`src/rtl/one_hot_to_bin.sv`:
```
// one_hot_to_bin: registered one-hot to binary encoder with skid-buffered valid/ready stream
module one_hot_to_bin #(
  parameter int BIN_W     = 4,
  parameter int ONE_HOT_W = 16,
  parameter int CNT_W     = 8
) (
  input  logic                 clk,
  input  logic                 reset_n,
  input  logic [ONE_HOT_W-1:0] one_hot_i,
  input  logic                 valid_i,
  output logic                 ready_o,
  output logic [BIN_W-1:0]     bin_o,
  output logic                 err_o,
  output logic                 valid_o,
  input  logic                 ready_i,
  output logic [CNT_W-1:0]     err_cnt_o
);
  logic [BIN_W-1:0] enc_bin;
  logic             enc_err;
  logic [BIN_W-1:0] skid_bin;
  logic             skid_err;
  logic             skid_valid;
  logic             acc;
  logic             take;
  // lowest set bit wins; error when zero-hot or more than one bit set
  always_comb begin
    enc_bin = '0;
    for (int i = ONE_HOT_W - 1; i >= 0; i--) if (one_hot_i[i]) enc_bin = BIN_W'(i);
    enc_err = ~|one_hot_i || |(one_hot_i & (one_hot_i - ONE_HOT_W'(1)));
  end
  assign acc  = valid_i && ready_o;
  assign take = !valid_o || ready_i;
  // main refills from skid first to keep FIFO order; ready_o mirrors the next skid state
  always_ff @(posedge clk or negedge reset_n) begin
    if (!reset_n) begin
      valid_o    <= 1'b0;
      bin_o      <= '0;
      err_o      <= 1'b0;
      skid_valid <= 1'b0;
      skid_bin   <= '0;
      skid_err   <= 1'b0;
      ready_o    <= 1'b1;
      err_cnt_o  <= '0;
    end else begin
      if (take) begin
        valid_o    <= skid_valid || acc;
        bin_o      <= skid_valid ? skid_bin : enc_bin;
        err_o      <= skid_valid ? skid_err : enc_err;
        skid_valid <= 1'b0;
        ready_o    <= 1'b1;
      end else if (acc) begin
        skid_bin   <= enc_bin;
        skid_err   <= enc_err;
        skid_valid <= 1'b1;
        ready_o    <= 1'b0;
      end
      if (acc && enc_err && err_cnt_o != '1) err_cnt_o <= err_cnt_o + CNT_W'(1);
    end
  end
endmodule

```
`config.mk`:
```
export PLATFORM = sky130hd
export DESIGN_NAME = one_hot_to_bin
export DESIGN_NICKNAME = d
export VERILOG_FILES = /design/src/rtl/one_hot_to_bin.sv
export SDC_FILE = /design/constraint.sdc
export NUM_CORES = 1
export LEC_CHECK = 0
export BUFFER_PORTS_ARGS = -buffer_cell sky130_fd_sc_hd__buf_2
export CORE_MARGIN = 3
export CORE_UTILIZATION = 46
export CTS_CLUSTER_DIAMETER = 100
export DETAILED_ROUTE_END_ITERATION = 6
export PLACE_DENSITY_LB_ADDON = 0.05
export SLEW_MARGIN = 5
export SYNTH_ARGS = -nofsm -noshare
export SYNTH_HDL_FRONTEND = slang
export SYNTH_SLANG_ARGS = --single-unit
```
`constraint.sdc`:
```
create_clock -name clk -period 1.4 [get_ports clk]
set_input_delay 0.07 -clock clk [delete_from_list [all_inputs] [get_ports clk]]
set_output_delay 0.07 -clock clk [all_outputs]
set_load 0.05 [all_outputs]
```
==> results of run 1 <==
layout make-up:
| cell class | count | area [um^2] |
|---|---|---|
| clock buffer | 4 | 26.3 |
| fill | 190 | 571 |
| inverter | 5 | 18.8 |
| multi-input combinational | 114 | 815 |
| sequential | 21 | 532 |
| tap | 30 | 37.5 |
| timing repair buffer | 85 | 568 |
routing by layer:
metal  vias to the layer above  wire length, um
met3                         6              153
li1                        715                -
met2                        47             1890
met4                         0               69
met5                         -                0
met1                       671             1520
worst register-to-register path, delay by kind of cell (launching register included):
family                   cells  cell delay [ps]
adder cells (fa/ha/maj)      1              210
AND/OR/NAND/NOR              3              590
multiplexers                 1              310
flip-flops                   1              380
sequential cells by signal, indices dropped and copies added (netlist names):
register / cells
valid_o: 1
ready_o: 1
skid_bin: 4
err_o: 1
skid_err: 1
skid_valid: 1
bin_o: 4
err_cnt_o: 8
logic make-up after synthesis:
family	synth area share [%]
AND/OR/NAND/NOR	27.1
AO/OA/AOI/OAI	18.4
flip-flops	40.7
buffers and inverters	4.06
XOR/XNOR	2.71
multiplexers	3.77
adder cells (fa/ha/maj)	3.38
through the flow:
step / cell area, um^2 / std cells
2_1_floorplan: 1310 / 145
3_3_place_gp: 1830 / 252
3_5_place_dp: 1830 / 252
4_1_cts: 1980 / 259
5_1_grt: 2000 / 259
6_report: 2000 / 259
path summary, 6_finish.rpt:
check	startpoint	end	slack, ps	depth (start not counted)
min in group asynchronous	reset_n	bin_o[0]	270	2
max	one_hot_i[2]	err_cnt_o[6]	-440	8
max in group asynchronous	reset_n	ready_o	800	2
min reg2reg	bin_o[2]	bin_o[2]	490	2
min	valid_i	ready_o	50	2
max reg2reg	err_cnt_o[0]	err_cnt_o[1]	-190	5
report_power, final:
part	internal [mW]	switching (mW)	total [mW]
logic	0.455	0.757	1.21
clock network	0.111	0.176	0.287
registers	0.747	0.0866	0.833
total	1.31	1.02	2.33
cell usage in the layout, fill, tap and decap left out, types with 2 or more instances in the layout:
master	count
nor4_2	5
nor3_1	8
buf_2	32
nor4_1	5
nand2b_1	3
maj3_1	2
clkbuf_4	3
nand2_1	13
or4_4	3
inv_1	5
buf_4	50
nor2_1	12
nand3_1	7
o21ai_0	11
dfrtp_1	19
o31a_1	2
buf_6	2
xor2_1	4
nor4_4	2
mux2_2	2
a21oi_1	10
timing repair:
item,4_1_cts,5_1_grt
hold endpoints to repair,20,0
pin swaps,4,0
buffers inserted,2,0
hold buffers,1,0
setup endpoints to repair,12,14
gates resized for setup,17,4
==> run metrics, run 1 <==
outcome=finished with violations; failing checks=negative setup slack; Final HPWL DP=2.77 mm; post-route ant nets=0; DRT iter0 DRCs=68; GRT busiest layer=met2; I/O Buffers=34; hold_ws=47.5 ps; largest cells by area after synthesis=dfrtp_1 39%, nor4_1 5.3%, o21ai_0 4.3%, a21oi_1 3.9%, nand2_1 3.8%; Synth Instances=145; max-cap viol count=0; most used cell along the critical path=buf_6; Top delay family on crit path=simple AND/OR/NAND/NOR gates; CP arrival=2030 ps; clock sink count=21; headroom to the max-slew limit=66.1%; Primary FF master, synth=dfrtp_1; CP required=1590 ps; DRC=0; Final setup viols=10; Synth async-reset ratio=100%; final WL=3.64 mm; sequential area share after synthesis=about 40%; min Tclk post-route=1840 ps; CP max stage cell=or4_4; Clock Path Buffers=2; Vias=1439; number of synthesized flops with an enable pin=0; final number of max-transition violations=0; Worst Setup End Kind=register; WS Path Type=input pin to register; DRT Pass-1 Iters=4; CTS root buffer=clkbuf_4; Ant. Diodes=0; Worst Path Buf+Inv=2; pre-CTS setup slack=-865 ps; vias per inst=5.56; Synth area leader=dfrtp_1; H-tree depth=1; Num CTS Buffers=3; num rows=18; global route overflow=0; Global Route met1 Usage=28.5%; met3 GRT Util=less than 1%; first-pass GRT wire length=around 6.1 mm; PnR Total Power=2.33 mW; Warnings, synthesis=0; RSZ-0062 raised after global routing=true; All-Layer GR Usage=22.8%; Skew-Pair Late Insertion Delay=300 ps; Die W=59.1 um; CTS tree=built; leakage=around 0.91 nW; worst-margin pin slew=507 ps; starting density of the core=50.4%; Hold/Removal Path Class=input pin to register; antenna violations before repair=0; GPL Wtd Cong=0.799; Final Core Density=77.8%; share of the synthesized area in the top cell type=38.6%; Tcrit/Tclk final=131%; post-synthesis average cell area=8.93 um^2; worst-path fanout max=7; post-route setup TNS=-3830 ps; maximum VDD drop=1610 uV; CP startpoint kind=input pin; Core Region=0.00257 mm^2; routed length per instance=14.1 um; count leader, synth=dfrtp_1; CTS clk-pin slew, worst paths=110 ps; final hold viol count=0; Area growth syn-to-layout=54.2%; Syn Nets=166; Cell Area, Synth=0.00129 mm^2; die area=roughly 0.0035 mm^2; GR Layer Usage met2=41.5%; largest net degree at the start of global routing=22; final worst-path setup slack=-436 ps; skew final=1.86 ps; Power Density=1170 mW/mm^2; highest clock rate=545 MHz; Boundary Pins=35; crit-path max cell delay=580 ps; CP Cell Sequence=buf_6 -> or4_4 -> maj3_2 -> o31a_1 -> nor4_4 -> buf_6 -> nor3_1 -> mux2_1; Die Span Y=roughly 60 um; synth unique cells=41; post-layout net count=approximately 250; synthesized flop and latch total=21; top cells by count, synth=20 x dfrtp_1, 13 x nand2_1, 12 x nor2_1, 11 x nor4_1, 11 x o21ai_0; vias in the first global route=1374; share of cells above drive strength 1=between 40% and 50%
Power figures use the tool's default switching activity.
==> run 2: changes to the inputs <==
- ABC_AREA: unset -> 1
- CORE_UTILIZATION: 46 -> 47
- SETUP_SLACK_MARGIN: unset -> 0.4
==> run 2 against run 1 <==
  * The flow still finishes with violations (negative setup slack)
  * Worst setup slack better by 330 ps
  * Register-to-register slack better by 90 ps
  * Clock power grew 2%
  * First-iteration DRC count grew 31%
  * Fmax is 22% higher
  * Utilization rose by 4.2 points
  * Largest power group unchanged
  * Sequential share of layout area shrank 3.3 points
==> run metrics, run 2 <==
CP max stage cell=dfrtp_2; most common cell after layout, fill and taps aside=nand2_1; Area growth syn-to-layout=64.0%; CTS clk-pin slew, worst paths=120 ps (about the same); first-pass GRT wire length=5.91 mm (-2.5%); largest cells by area after synthesis=dfrtp_1 36%, nand2_1 16%, inv_1 9.1%, o21ai_1 4.3%, nor2_1 3.7%; global route overflow=0 (unchanged); largest net degree at the start of global routing=22 (unchanged); DRT Pass-1 Iters=4 (unchanged); WS Path Type=register to register; outcome=finished with violations; Vias=1564 (+8.7%); All-Layer GR Usage=21.0% (-1.8 points); Final setup viols=6 (-4); Num CTS Buffers=3 (unchanged); share of the synthesized area in the top cell type=35.7% (-3.0 points); count leader, synth=nand2_1; failing checks=negative setup slack; Ant. Diodes=0 (unchanged); Hold/Removal Path Class=input pin to register; Synth async-reset ratio=100% (unchanged); vias per inst=5.23 (-5.9%); RSZ-0062 raised after global routing=true; post-route ant nets=0 (unchanged); clock sink count=21 (unchanged); hold depth=4 (+2); Synth area leader=dfrtp_1; max reg flops=8 (unchanged); top cells by count, synth=58 x nand2_1, 34 x inv_1, 20 x dfrtp_1, 14 x nor2_1, 12 x o21ai_1; DRC=0 (unchanged); synth unique cells=29 (-29%); die area=0.00368 mm^2 (+5.4%); worst-path fanout max=2 (-5); worst-margin pin slew=477 ps (-30.4 ps); reg2reg path depth=9 (+4); commonest cells after routing, fill and taps aside=43 x nand2_1, 29 x inv_1, 28 x buf_4; worst r2r dst=err_cnt_o[6]; final WL=4.18 mm (+15%); PnR Total Power=2.42 mW (+3.7%); pre-CTS setup slack=-142 ps (+723 ps); maximum VDD drop=549 uV (-66%); filler instances=163 (-14%); CP arrival=1730 ps (-300 ps); headroom to the max-slew limit=68.2% (+2.2 points); worst r2r src=err_cnt_o[1]; Largest Register=err_cnt_o; share of cells above drive strength 1=51.9% (+3.4 points); Die W=60.6 um (+2.7%); Worst Setup End Kind=register; leakage=1.16 nW (+27%); CTS tree=built; Top delay family on crit path=flip-flops; CP Cell Sequence=ha_4 -> nand3_4 -> nor2_4 -> buf_6 -> buf_6 -> nand2_4 -> xnor2_2 -> inv_1 -> o21ai_2; Tcrit/Tclk final=107% (-24 points); post-layout net count=290 (+16%); area occupied by multi-input gates=923 um^2 (+13%); highest clock rate=666 MHz (+22%); DRT iter0 DRCs=89 (+31%); CP startpoint kind=register; Cell Area, Synth=0.00140 mm^2 (+8.3%); Synth Instances=194 (+34%); R2R Setup Slk=-100 ps (+90 ps); register area=536 um^2 (+0.71%); final worst-path setup slack=-101 ps (+335 ps); antenna violations before repair=0 (unchanged); H-tree depth=1 (unchanged); CTS root buffer=clkbuf_4; final hold viol count=0 (unchanged); synthesized flop and latch total=21 (unchanged); Power Density=1050 mW/mm^2 (-9.9%); sequential area share after synthesis=37.6% (-3.1 points); Hold Startpoint=ready_i; Primary FF master, synth=dfrtp_1; most used cell along the critical path=buf_6; post-synthesis average cell area=7.23 um^2 (-19%); Skew-Pair Late Insertion Delay=300 ps (about the same); Worst Path Buf+Inv=3 (+1); final number of max-transition violations=0 (unchanged); Syn Nets=215 (+30%); max-cap viol count=0 (unchanged); crit-path max cell delay=420 ps (-160 ps); Worst Hold End=skid_valid; vias in the first global route=1360 (-1.0%); Final Instance Area=0.00230 mm^2 (+15%); Warnings, synthesis=0 (unchanged); starting density of the core=50.0% (-0.44 points); Largest regs=err_cnt_o x8, bin_o x4, skid_bin x4; DP Area=0.00175 mm^2 (-4.6%); hold_ws=82.3 ps (+34.8 ps); CP startpoint=err_cnt_o[1]; Final HPWL DP=2.35 mm (-15%); Core Region=0.00281 mm^2 (+9.3%); routed length per instance=14.0 um (-0.48%); I/O Buffers=34 (unchanged); number of synthesized flops with an enable pin=0 (unchanged); Boundary Pins=35 (unchanged); CP required=1630 ps (+40 ps); GPL Wtd Cong=0.829 (+3.7%); Die Span Y=60.6 um (+2.7%); Clock Path Buffers=2 (unchanged); num rows=19 (+1); skew final=5.47 ps (+3.61 ps); min Tclk post-route=1500 ps (-335 ps)
[run 2: changes by cell type in the layout (fill, tap and decap cells not counted), sizes merged, moves of 8 or more]
cell | before | now
nor4 | 12 | 0
inv | 5 | 35
nor2 | 12 | 21
buf | 84 | 68
nand2 | 13 | 62
o21ai | 11 | 19
[run 2: cell type report]
type / count / area share [%]
multi-input combinational: 137 / 40.2
tap: 31 / 1.69
sequential: 21 / 23.3
clock buffer: 3 / 0.979
timing repair buffer: 70 / 27.4
inverter: 36 / 6.26
clock inverter: 1 / 0.218
[run 2: metal layers]
| metal | wire (um) | track usage, % | up-vias | part of all wire, % |
|---|---|---|---|---|
| met5 | 0 | 0 | - | 0 |
| met4 | 95 | 6.81 | 0 | 2.3 |
| met3 | 208 | 2.34 | 10 | 5.0 |
| met2 | 2260 | 37.4 | 54 | 54 |
| met1 | 1620 | 26.3 | 745 | 39 |
| li1 | - | - | 755 | - |
[run 2: where the power goes]
group | switching (mW) | internal (mW) | total (mW) | leakage, nW
registers | 0.144 | 0.731 | 0.875 | 0.258
logic | 0.725 | 0.528 | 1.25 | 0.886
clock network | 0.185 | 0.106 | 0.292 | 0.0177
total | 1.05 | 1.36 | 2.42 | 1.16
[run 2: how the worst max path moves through the flow]
stage	end	slack [ps]	cells after the start
4_1_cts	err_cnt_o[2]	50	8
5_1_grt	err_cnt_o[6]	-160	9
2_1_floorplan	err_cnt_o[5]	-140	8
3_3_place_gp	err_cnt_o[2]	-80	11
6_report	err_cnt_o[6]	-100	9
3_5_place_dp	err_cnt_o[2]	-140	11
[run 2: worst register-to-register path: stages (launching register included)]
cell	delay, ps
dfrtp_2	420
ha_4	160
nand3_4	80
nor2_4	120
buf_6	100
buf_6	90
nand2_4	50
xnor2_2	140
inv_1	100
o21ai_2	180
[run 2: cells by family after synthesis]
kind of cell	synth area share [%]
flip-flops	37.6
AO/OA/AOI/OAI	14.4
XOR/XNOR	3.75
adder cells (fa/ha/maj)	1.69
AND/OR/NAND/NOR	31.9
buffers and inverters	10.7
[run 2: what timing repair did]
item,4_1_cts,5_1_grt
resized for setup,39,57
hold endpoints to repair,21,0
hold buffers,2,0
cloned,1,0
pin swaps,21,23
setup endpoints to repair,29,32
setup buffers,15,6
[run 2: metrics by stage]
stage	utilization, %	TNS (ps)	cells
after global routing	82.0	-639	299
after CTS	73.5	0	293
final	82.0	-216	299
after detailed placement	62.4	-822	271
after floorplan	-	-1110	194
after global placement	62.4	-374	271
==> run 3: changes to the inputs <==
- CORE_UTILIZATION: 47 -> 40
==> run 3 against run 2 <==
  * Worst setup slack gained 140 ps
  * Critical endpoint is now err_cnt_o[2]
  * Combinational power increased by 4%
  * Utilization fell by 10 points
  * Largest power group unchanged
  * The flow now finishes without violations
  * Sequential power shrank 2%
==> run metrics, run 3 (synthesized netlist as in run 2, its figures left out) <==
max-cap viol count=0 (unchanged); global route overflow=0 (unchanged); post-layout net count=292 (+0.69%); skew final=1.89 ps (-3.59 ps); All-Layer GR Usage=18.0% (-3.1 points); Final setup viols=0 (-6); vias in the first global route=1459 (+7.3%); num rows=20 (+1); CTS root buffer=clkbuf_4; post-route ant nets=0 (unchanged); most common cell after layout, fill and taps aside=nand2_1; PnR Total Power=2.47 mW (+2.0%); worst-margin pin slew=490 ps (+13.0 ps); CTS clk-pin slew, worst paths=120 ps (about the same); Final HPWL DP=2.51 mm (+6.4%); final number of max-transition violations=0 (unchanged); CTS tree=built; Core Region=0.00320 mm^2 (+14%); DRT iter0 DRCs=88 (-1.1%); largest net degree at the start of global routing=22 (unchanged); min Tclk post-route=1360 ps (-141 ps); Hold/Removal Path Class=input pin to register; DRT Pass-1 Iters=4 (unchanged); antenna violations before repair=0 (unchanged); post-route setup TNS=0 ps (+216 ps); final worst-path setup slack=39.9 ps (+141 ps); Die W=65.2 um (+7.6%); Boundary Pins=35 (unchanged); routed length per instance=11.5 um (-18%); headroom to the max-slew limit=67.3% (-0.87 points); I/O Buffers=34 (unchanged); Largest regs=err_cnt_o x8, bin_o x4, skid_bin x4; Area growth syn-to-layout=63.7%; Power Density=1070 mW/mm^2 (+2.1%); GPL Wtd Cong=0.875 (+5.6%); worst-path fanout max=8 (+6); share of cells above drive strength 1=50.7% (-1.1 points); H-tree depth=1 (unchanged); maximum VDD drop=667 uV (+22%); filler instances=250 (+53%); Clock Path Buffers=2 (unchanged); Num CTS Buffers=3 (unchanged); highest clock rate=735 MHz (+10%); Die Span Y=65.2 um (+7.6%); Largest Register=err_cnt_o; pre-CTS setup slack=-124 ps (+18.3 ps); first-pass GRT wire length=6.21 mm (+5.0%); Final Core Density=71.7% (-10 points); Vias=1495 (-4.4%); Ant. Diodes=0 (unchanged); CP startpoint kind=register; final hold viol count=0 (unchanged); Tcrit/Tclk final=97.2% (-10 points); Skew-Pair Late Insertion Delay=310 ps (about the same); DRC=0 (unchanged); max reg flops=8 (unchanged); leakage=1.13 nW (-2.8%); die area=0.00425 mm^2 (+16%); clock sink count=21 (unchanged); DP Area=0.00179 mm^2 (+2.2%); vias per inst=4.76 (-9.0%); R2R Setup Slk=40 ps (+140 ps); RSZ-0062 raised after global routing=true; Final Instance Area=0.00230 mm^2 (-0.16%); commonest cells after routing, fill and taps aside=45 x nand2_1, 29 x buf_4, 27 x inv_1; starting density of the core=43.8% (-6.2 points); CP required=1640 ps (about the same); outcome=completed; final WL=3.61 mm (-14%); Worst Setup End Kind=register; CP arrival=1600 ps (-130 ps); WS Path Type=register to register
run 3: changes by cell type in the layout (fill, tap and decap cells not counted), sizes merged:
cell / delta
buf: +2
clkinvlp: -1
inv: +1
run 3: timing repair:
action                                  4_1_cts  5_1_grt
gates resized for setup                      32       56
gates cloned                                  1        0
endpoints found under the hold margin        21        0
endpoints found under the setup margin       29       32
pin swaps                                    12       30
hold buffers                                  2        0
setup buffers                                11        9
run 3: per-stage QoR:
step                std cells  hold WS, ps
detailed placement        287         62.4
floorplan                 194         -226
finish                    314         46.8
global placement          287         45.6
global route              314         57.9
CTS                       305         52.3
run 3: final cells by class:
| class | instances | area, um^2 | share of cell area, % |
|---|---|---|---|
| Clock buffer | 3 | 22.5 | 0.981 |
| Clock inverter | 1 | 5.00 | 0.218 |
| Inverter | 36 | 143 | 6.21 |
| Multi-Input combinational cell | 137 | 878 | 38.3 |
| Sequential cell | 21 | 536 | 23.3 |
| Tap cell | 44 | 55.1 | 2.40 |
| Timing Repair Buffer | 72 | 657 | 28.6 |
run 3: critical path: stages (launching register included):
cell,delay (ps)
dfrtp_2,420
ha_4,150
nand3_4,70
nor2_4,100
nand4_1,110
buf_6,160
nand3_4,120
nand2_1,60
o21ai_1,80
run 3: report_power, final:
group / leakage, nW / switching [mW] / internal [mW]
combinational: 0.854 / 0.722 / 0.582
clock: 0.0177 / 0.198 / 0.107
sequential: 0.258 / 0.129 / 0.730
run 3: per-layer routing:
metal / vias to the layer above / part of all wire (%) / track usage, %
met1: 688 / 44 / 21.9
met2: 41 / 50 / 33.2
met5: - / 0 / 0
met4: 0 / 2.1 / 5.70
li1: 758 / - / -
met3: 8 / 3.7 / 1.20
run 3: final timing paths:
| kind | start | end | cells after the start |
|---|---|---|---|
| min in group asynchronous | reset_n | err_cnt_o[3] | 2 |
| worst min register to register | skid_bin[1] | skid_bin[1] | 2 |
| max in group asynchronous | reset_n | valid_o | 2 |
| worst min-delay path | one_hot_i[0] | skid_bin[0] | 4 |
| worst max-delay path | err_cnt_o[0] | err_cnt_o[2] | 8 |
| worst max register to register | err_cnt_o[0] | err_cnt_o[2] | 8 |
